**config.mk**
```make
export PLATFORM = sky130hd
export DESIGN_NAME = id_hazard_ctrl
export DESIGN_NICKNAME = d
export VERILOG_FILES = /design/src/rtl/rsaasip_pipe_pkg.sv /design/src/rtl/reg_scoreboard.sv /design/src/rtl/id_hazard_ctrl.sv
export SDC_FILE = /design/constraint.sdc
export NUM_CORES = 1
export LEC_CHECK = 0
export CAP_MARGIN = 20
export CORE_MARGIN = 2
export CORE_UTILIZATION = 55
export CTS_CLUSTER_SIZE = 25
export DETAILED_ROUTE_END_ITERATION = 8
export PLACE_DENSITY = 0.95
export SETUP_SLACK_MARGIN = 0.1
export SLEW_MARGIN = 20
export SYNTH_ARGS = -nofsm -noshare
export SYNTH_HDL_FRONTEND = slang
export SYNTH_SLANG_ARGS = --single-unit
export TNS_END_PERCENT = 30
```
**constraint.sdc**
```tcl
create_clock -name clk -period 5.6 [get_ports clk]
set_clock_uncertainty 0.2 [all_clocks]
set_input_delay 1.12 -clock clk [delete_from_list [all_inputs] [get_ports clk]]
set_output_delay 1.12 -clock clk [all_outputs]
set_load 0.02 [all_outputs]
```
**src/rtl/rsaasip_pipe_pkg.sv**
```systemverilog
// Shared types and constants for the 16-bit pipe.
// Control-state encoding, register-file geometry, helpers.
package rsaasip_pipe_pkg;

  localparam int ARQ   = 16;
  localparam int NREGS = 16;
  localparam int RA_W  = $clog2(NREGS);

  typedef enum logic [1:0] {
    RUN   = 2'd0,
    STALL = 2'd1,
    FLUSH = 2'd2
  } ctrl_state_t;

  typedef struct packed {
    logic pc_en;
    logic ifid_en;
    logic ifid_flush;
    logic idexe_bubble;
    logic issue;
  } seq_ctrl_t;

  function automatic logic [ARQ-1:0] sat_inc(
    input logic [ARQ-1:0] v
  );
    return (&v) ? v : v + 1'b1;
  endfunction

endpackage

```
**src/rtl/reg_scoreboard.sv**
```systemverilog
// In-flight writer counters, one per register.
// Issue increments, WB retire decrements; lookups are combinational.
module reg_scoreboard
  import rsaasip_pipe_pkg::*;
#(
  parameter int NR       = NREGS,
  parameter int CNT_W    = 2,
  parameter bit ZERO_REG = 1'b1,
  localparam int AW      = $clog2(NR)
) (
  input  logic               clk,
  input  logic               rst,
  input  logic               inc_en,
  input  logic [AW-1:0]      inc_addr,
  input  logic               dec_en,
  input  logic [AW-1:0]      dec_addr,
  input  logic [2:0][AW-1:0] src_addr,
  input  logic [AW-1:0]      dst_addr,
  output logic [NR-1:0]      busy_vec,
  output logic [2:0]         src_busy,
  output logic               dst_full
);

  localparam logic [CNT_W-1:0] CMAX = '1;

  logic [CNT_W-1:0] cnt [NR];
  logic [NR-1:0]    up;
  logic [NR-1:0]    dn;

  // per-entry step; inc+dec on one reg cancel
  always_comb begin
    up = '0;
    dn = '0;
    for (int r = 0; r < NR; r++) begin
      logic iq;
      logic dq;
      iq = inc_en && (inc_addr == AW'(r))
         && !(ZERO_REG && (r == 0));
      dq = dec_en && (dec_addr == AW'(r));
      up[r] = iq && !dq && (cnt[r] != CMAX);
      dn[r] = dq && !iq && (cnt[r] != '0);
    end
  end

  // counter array
  always_ff @(posedge clk or negedge rst) begin
    if (!rst) begin
      for (int r = 0; r < NR; r++) cnt[r] <= '0;
    end else begin
      for (int r = 0; r < NR; r++) begin
        if (up[r])      cnt[r] <= cnt[r] + 1'b1;
        else if (dn[r]) cnt[r] <= cnt[r] - 1'b1;
      end
    end
  end

  // busy view and hazard lookups
  always_comb begin
    busy_vec = '0;
    src_busy = '0;
    for (int r = 0; r < NR; r++)
      busy_vec[r] = (cnt[r] != '0);
    for (int i = 0; i < 3; i++)
      src_busy[i] = (cnt[src_addr[i]] != '0)
                  && !(ZERO_REG && (src_addr[i] == '0));
    dst_full = (cnt[dst_addr] == CMAX)
             && !(ZERO_REG && (dst_addr == '0));
  end

endmodule

```
**src/rtl/id_hazard_ctrl.sv**
```systemverilog
// ID-stage sequencing: RAW/WAW stall, jump flush, bubbles.
// HAZ_PERF_CNT_EN adds saturating stall/flush counters.
module id_hazard_ctrl
  import rsaasip_pipe_pkg::*;
#(
  parameter int CNT_W     = 2,
  parameter int FLUSH_CYC = 2,
  parameter bit ZERO_REG  = 1'b1
) (
  input  logic             clk,
  input  logic             rst,
  input  logic             id_valid,
  input  logic [RA_W-1:0]  id_src1_addr,
  input  logic [RA_W-1:0]  id_src2_addr,
  input  logic [RA_W-1:0]  id_src3_addr,
  input  logic [2:0]       id_src_used,
  input  logic             id_wb_en,
  input  logic [RA_W-1:0]  id_dst_addr,
  input  logic             jtaken,
  input  logic             wb_wr_en,
  input  logic [RA_W-1:0]  wb_addr,
  output logic             pc_en,
  output logic             ifid_en,
  output logic             ifid_flush,
  output logic             idexe_bubble,
  output logic             issue,
  output logic [1:0]       state,
  output logic [NREGS-1:0] busy_vec,
  output logic [ARQ-1:0]   stall_cnt,
  output logic [ARQ-1:0]   flush_cnt
);

  localparam int FC_W =
    (FLUSH_CYC > 1) ? $clog2(FLUSH_CYC) : 1;
  localparam logic [FC_W-1:0] FC_LOAD =
    FC_W'(FLUSH_CYC - 1);

  ctrl_state_t     st_q;
  ctrl_state_t     st_d;
  logic [FC_W-1:0] fcnt_q;
  logic [FC_W-1:0] fcnt_d;
  logic [2:0]      src_busy;
  logic            dst_full;
  logic            hazard;
  seq_ctrl_t       ctl;

  reg_scoreboard #(
    .NR       (NREGS),
    .CNT_W    (CNT_W),
    .ZERO_REG (ZERO_REG)
  ) u_sb (
    .clk      (clk),
    .rst      (rst),
    .inc_en   (ctl.issue & id_wb_en),
    .inc_addr (id_dst_addr),
    .dec_en   (wb_wr_en),
    .dec_addr (wb_addr),
    .src_addr ({id_src3_addr,
                id_src2_addr,
                id_src1_addr}),
    .dst_addr (id_dst_addr),
    .busy_vec (busy_vec),
    .src_busy (src_busy),
    .dst_full (dst_full)
  );

  assign hazard = id_valid
    & (|(src_busy & id_src_used)
       | (id_wb_en & dst_full));

  // state and flush-hold counter
  always_ff @(posedge clk or negedge rst) begin
    if (!rst) begin
      st_q   <= RUN;
      fcnt_q <= '0;
    end else begin
      st_q   <= st_d;
      fcnt_q <= fcnt_d;
    end
  end

  // next state and pipe enables; jump beats hazard
  always_comb begin
    st_d   = st_q;
    fcnt_d = fcnt_q;
    ctl    = '{pc_en:        1'b0,
               ifid_en:      1'b0,
               ifid_flush:   1'b0,
               idexe_bubble: 1'b1,
               issue:        1'b0};
    priority case (1'b1)
      !rst: ;
      jtaken: begin
        ctl.pc_en      = 1'b1;
        ctl.ifid_flush = 1'b1;
        st_d           = FLUSH;
        fcnt_d         = FC_LOAD;
      end
      st_q == FLUSH: begin
        ctl.pc_en      = 1'b1;
        ctl.ifid_flush = 1'b1;
        if (fcnt_q == '0) st_d = RUN;
        else fcnt_d = fcnt_q - 1'b1;
      end
      hazard: st_d = STALL;
      default: begin
        ctl.pc_en        = 1'b1;
        ctl.ifid_en      = 1'b1;
        ctl.idexe_bubble = 1'b0;
        ctl.issue        = id_valid;
        st_d             = RUN;
      end
    endcase
  end

  assign pc_en        = ctl.pc_en;
  assign ifid_en      = ctl.ifid_en;
  assign ifid_flush   = ctl.ifid_flush;
  assign idexe_bubble = ctl.idexe_bubble;
  assign issue        = ctl.issue;
  assign state        = st_q;

`ifdef HAZ_PERF_CNT_EN
  logic [ARQ-1:0] stall_q;
  logic [ARQ-1:0] flush_q;

  // saturating stall-cycle and jump counters
  always_ff @(posedge clk or negedge rst) begin
    if (!rst) begin
      stall_q <= '0;
      flush_q <= '0;
    end else begin
      if (st_q == STALL) stall_q <= sat_inc(stall_q);
      if (jtaken)        flush_q <= sat_inc(flush_q);
    end
  end

  assign stall_cnt = stall_q;
  assign flush_cnt = flush_q;
`else
  assign stall_cnt = '0;
  assign flush_cnt = '0;
`endif

endmodule

```
# Word level (Yosys, flattened, before mapping)
# Cells that the tools add are included.
# op_classes
bitwise,9
reduce_logical,173
n_addsub,32
muxes,63
magnitude_cmp,4
n_eq_ne,48
# ops
cell,n
$logic_and 1x1->1,96
$mux 2,45
$reduce_bool 2->1,35
$eq 4x4->1 const B,16
$logic_not 1->1,34
$bmux 2 s4,4
$eq 4x3->1 const B,8
$sub 2x1->2 const B,16
$add 2x1->2 const B,15
$ne 2x2->1 const B,15
$ge 5x5->1 const B,4
$logic_not 4->1,5
$not 4->5,4
$eq 4x2->1 const B,4
$mux 1,14
$eq 4x1->1 const B,2
$eq 2x2->1 const B,2
$reduce_and 2->1,2
$and 1x1->1,3
$and 3x3->3,1
$ne 3x3->1 const B,1
$reduce_or 3->1,1
$or 1x1->1,1
$sub 1x1->1 const B,1
# word_totals
output_inout_bits,55
reg_bits,35
word_cells,347

# Depth between registers and ports, before layout
# logic_depth
word_depth,21
mapped_depth,11
depth_no_buf,9

# Hierarchy
# A second synthesis with hierarchy kept.
# unflattened
cells_unflattened,362
hier_area_um2,3056.7
# by_module_without_submodules
mod,cells_per_inst,area_per_inst_um2,instances
reg_scoreboard,304,2587.5,1
id_hazard_ctrl,58,469.2,1

# Least setup slack after synthesis
# OpenSTA, ideal clock, no wires.
# synth_timing
path_type,in2out
start,input id_src3_addr[0]
end,output ifid_en
cell_stages,10
t_required_ps,4280
arrival_ps,3631
setup_slack_ps,649
cell_sequence,buf_1 mux2_2 mux4_2 a32o_1 buf_6 nor4_4 buf_6 nand2b_1 nand3_1 inv_1
# synth_between
elab_chain_cells,14
# synth_rtl
element,line,text
from (decl),id_hazard_ctrl.sv:15,"input logic [RA_W-1:0] id_src3_addr,"
$not 4->5 (implied by the code),reg_scoreboard.sv:64,src_busy[i] = (cnt[src_addr[i]] != '0)
$bmux 2 s4,reg_scoreboard.sv:64,
$mux 2 (implied by the code) (2 in a row),reg_scoreboard.sv:64,
$reduce_bool 2->1,reg_scoreboard.sv:64,
$logic_and 1x1->1 (*),reg_scoreboard.sv:65,&& !(ZERO_REG && (src_addr[i] == '0));
$and 3x3->3 (*),id_hazard_ctrl.sv:68,& (|(src_busy & id_src_used)
$reduce_or 3->1 (*),id_hazard_ctrl.sv:68,
$or 1x1->1 (*),id_hazard_ctrl.sv:69,| (id_wb_en & dst_full));
$and 1x1->1 (*),id_hazard_ctrl.sv:68,
$mux 1 (*) (4 in a row),id_hazard_ctrl.sv:91,priority case (1'b1)
to (decl),id_hazard_ctrl.sv:23,"output logic ifid_en,"
# Every way passes the cells marked *; elsewhere a longest branch is shown, timed or not. The select of a mux whose other input is x is not followed.

# Worst setup path in the final report
# layout_timing
start,input id_dst_addr[0]
end,output ifid_en
# layout_between
elab_chain_cells,13
# layout_rtl
element,line,text
from (decl),id_hazard_ctrl.sv:18,"input logic [RA_W-1:0] id_dst_addr,"
$not 4->5 (implied by the code),reg_scoreboard.sv:66,dst_full = (cnt[dst_addr] == CMAX)
$bmux 2 s4,reg_scoreboard.sv:66,
$mux 2 (implied by the code) (2 in a row),reg_scoreboard.sv:66,
$eq 2x2->1,reg_scoreboard.sv:66,
$logic_and 1x1->1 (*),reg_scoreboard.sv:67,&& !(ZERO_REG && (dst_addr == '0));
$and 1x1->1 (*),id_hazard_ctrl.sv:69,
$or 1x1->1 (*),id_hazard_ctrl.sv:69,
$and 1x1->1 (*),id_hazard_ctrl.sv:68,
$mux 1 (*) (4 in a row),id_hazard_ctrl.sv:91,
# Marked as above.

==> out/qor.yml <==
syn_to_final_growth_pct: 16.2
placed_cell_area_mm2: 0.00387
clk_transition_reported_paths_ps: 80
min_path_cells: 2
grt_use_met3: 0.0477
syn_area_mm2: 0.00344
yosysMostFrequentCell: "dfrtp_1"
ys_top_cells_by_area: "dfrtp_1 (25%), buf_4 (7.2%), mux4_2 (5.9%)"
cts_tree: "done"
fin_area_mm2: 0.00400
hold_end: "u_sb.cnt[31]"
port_buffers: 51
rr_endpoint: "u_sb.cnt[0]"
core-area_mm2: 0.00599
cts_root_buffer: "clkbuf_8"
rr_worst_depth: 10
synth_seq_cells: 35
drt-pass1-iter-count: 7
slew_headroom: 0.565
drc_errors: 0
dieArea_mm2: 0.00691
top_usage_layer: "met2"
cts.path.max_buffers: 2
cts-buffers-inserted: 5
report.final.slew_viol_count: 0
vias: 3608
hp-start: "u_sb.cnt[31]"
arrival_ps: 4070
cap_violations: 0
ys.flop_type: "dfrtp_1"
use_met2: 0.489
fmax_mhz: 185
hold_class: "reg2reg"
syn_inst: 437
crit-reg2reg-launch: "u_sb.cnt[16]"
final_nets: 509
r2r_slack_ps: 1820
start_kind: "input port"
grt_overflow: 0
ctsHoldBuffers: 0
rows: 28
status: "completed"
synth_enable_flop_cells: 0
postLayoutSetupSlackWorst_ps: 208
worst_hold_slack_ps: 297
drive_gt1_frac: 0.0979
final-setup-viol-count: 0
htreeDepth: 2
cts.sinks: 35
critical_path_class: "in2out"
yosys.area.top_type: "dfrtp_1"
synth_top_area_share: 0.254
cp.required_ps: 4280
tns_ps: 0
fp.dieW_um: 83.1
synth_common_cells: "dfrtp_1 (35), buf_4 (33), inv_1 (32), nand2_1 (32)"
power.density_mw_per_mm2: 205
wire_per_inst_um: 18.6
drt_iter0_drc: 387
die_h_um: 83.1
cp_max_fo: 5
use_met1: 0.385
grt_pass1_vias: 3310
cp-end-kind: "output pin"
ant_nets: 0
routed_wirelength_mm: 10.3
grt_max_degree: 25
fin_crit_ps: 5390
peakVddDrop_mv: 0.163
initial_core_util: 0.575
p_leak_uw: 0.00168
async_reset_ff_frac: 1.00
grt_usage: 0.294
grt_pass1_wl_mm: 16.4
n_antenna_cell: 0
hpwl_mm: 8.13
ys_types: 66
insertion_delay_ps: 290
rsz0062_at_grt: "true"
ys_seq_area_frac: 0.254
place_congestion: 1.02
yosys_warnings: 0
fin_crit_sh: 0.963
antenna_found_initial: 0
synth_area_per_cell_um2: 7.88
viasPerCell: 6.50
worst_pin_slew_ps: 647
ioPinCount: 84
hold_viol_final: 0
place_ws_ps: 106
==> flip-flops by register name, summed over array words and instances (netlist names) <==
name / cells
u_sb.cnt: 32
fcnt_q: 1
state: 2
==> metal layers <==
metal / up-vias / wire, um
met5: - / 0
met4: 0 / 236
met3: 25 / 1130
met2: 245 / 5070
met1: 1722 / 3870
li1: 1616 / -
==> critical path, cell delays in order <==
cell and delay [ps]:
clkdlybuf4s50_1 640, mux4_2 570, a22oi_1 200, a22oi_1 240, nor4_4 330, nand2b_1 160
nand3_1 100, inv_1 90, clkdlybuf4s50_1 610
==> cell type report <==
class	instances	area, um^2
inverters	32	120
well taps	75	93.8
repair buffers	63	601
clock inverters	2	35.0
clock buffers	6	82.6
fillers	504	1990
flip-flops and latches	35	876
multi-input cells	342	2190
==> how the worst max path moves through the flow <==
stage,startpoint,endpoint,slack (ps),cells after the start
4_1_cts,id_src3_addr[0],ifid_en,110,9
2_1_floorplan,id_src3_addr[0],ifid_en,650,10
6_report,id_dst_addr[0],ifid_en,210,9
3_3_place_gp,id_dst_addr[1],ifid_en,190,9
3_5_place_dp,id_src3_addr[0],ifid_en,110,9
5_1_grt,id_dst_addr[0],ifid_en,10,9
==> kinds of logic (layout without fill, tap and decap cells) <==
family	after synthesis	in the layout	share of synthesized area
muxes	16	16	0.0807
and+or+nand+nor	175	175	0.279
adders and majority gates	1	1	0.00363
xor gates and xnor gates	5	5	0.0127
AOI/OAI and AO/OA	113	113	0.224
buffers and inverters	91	103	0.145
other	1	32	0.00109
DFF	35	35	0.254
==> where the power goes <==
group | switching [uW] | total, uW | internal, uW
clock | 96.2 | 240 | 144
combinational | 150 | 263 | 113
sequential | 44.3 | 317 | 272
==> cells in the final DEF (no fill, tap or decap), drive strengths merged, types with 7 or more instances in the layout <==
cell / instances
and2: 7
buf: 13
a21oi: 27
or2: 9
mux4: 9
dfrtp: 35
nor2: 28
inv: 32
nand3: 27
o21ai: 19
nor3: 18
nand4: 11
a31oi: 8
nand2: 32
clkdlybuf4s50: 48
conb: 32
nor2b: 9
a211oi: 8
==> through the flow <==
| stage | power, uW | cells | util |
|---|---|---|---|
| floorplan | 499 | 468 | - |
| global placement | 568 | 547 | 0.646 |
| detailed placement | 577 | 547 | 0.646 |
| CTS | 813 | 555 | 0.666 |
| global route | 855 | 555 | 0.668 |
| finish | 820 | 555 | 0.668 |
==> what timing repair did <==
item	CTS	global route
resized for setup	0	3
buffers inserted	0	0
setup endpoints to repair	0	4
Note: power is estimated with default switching activity, not from simulation.
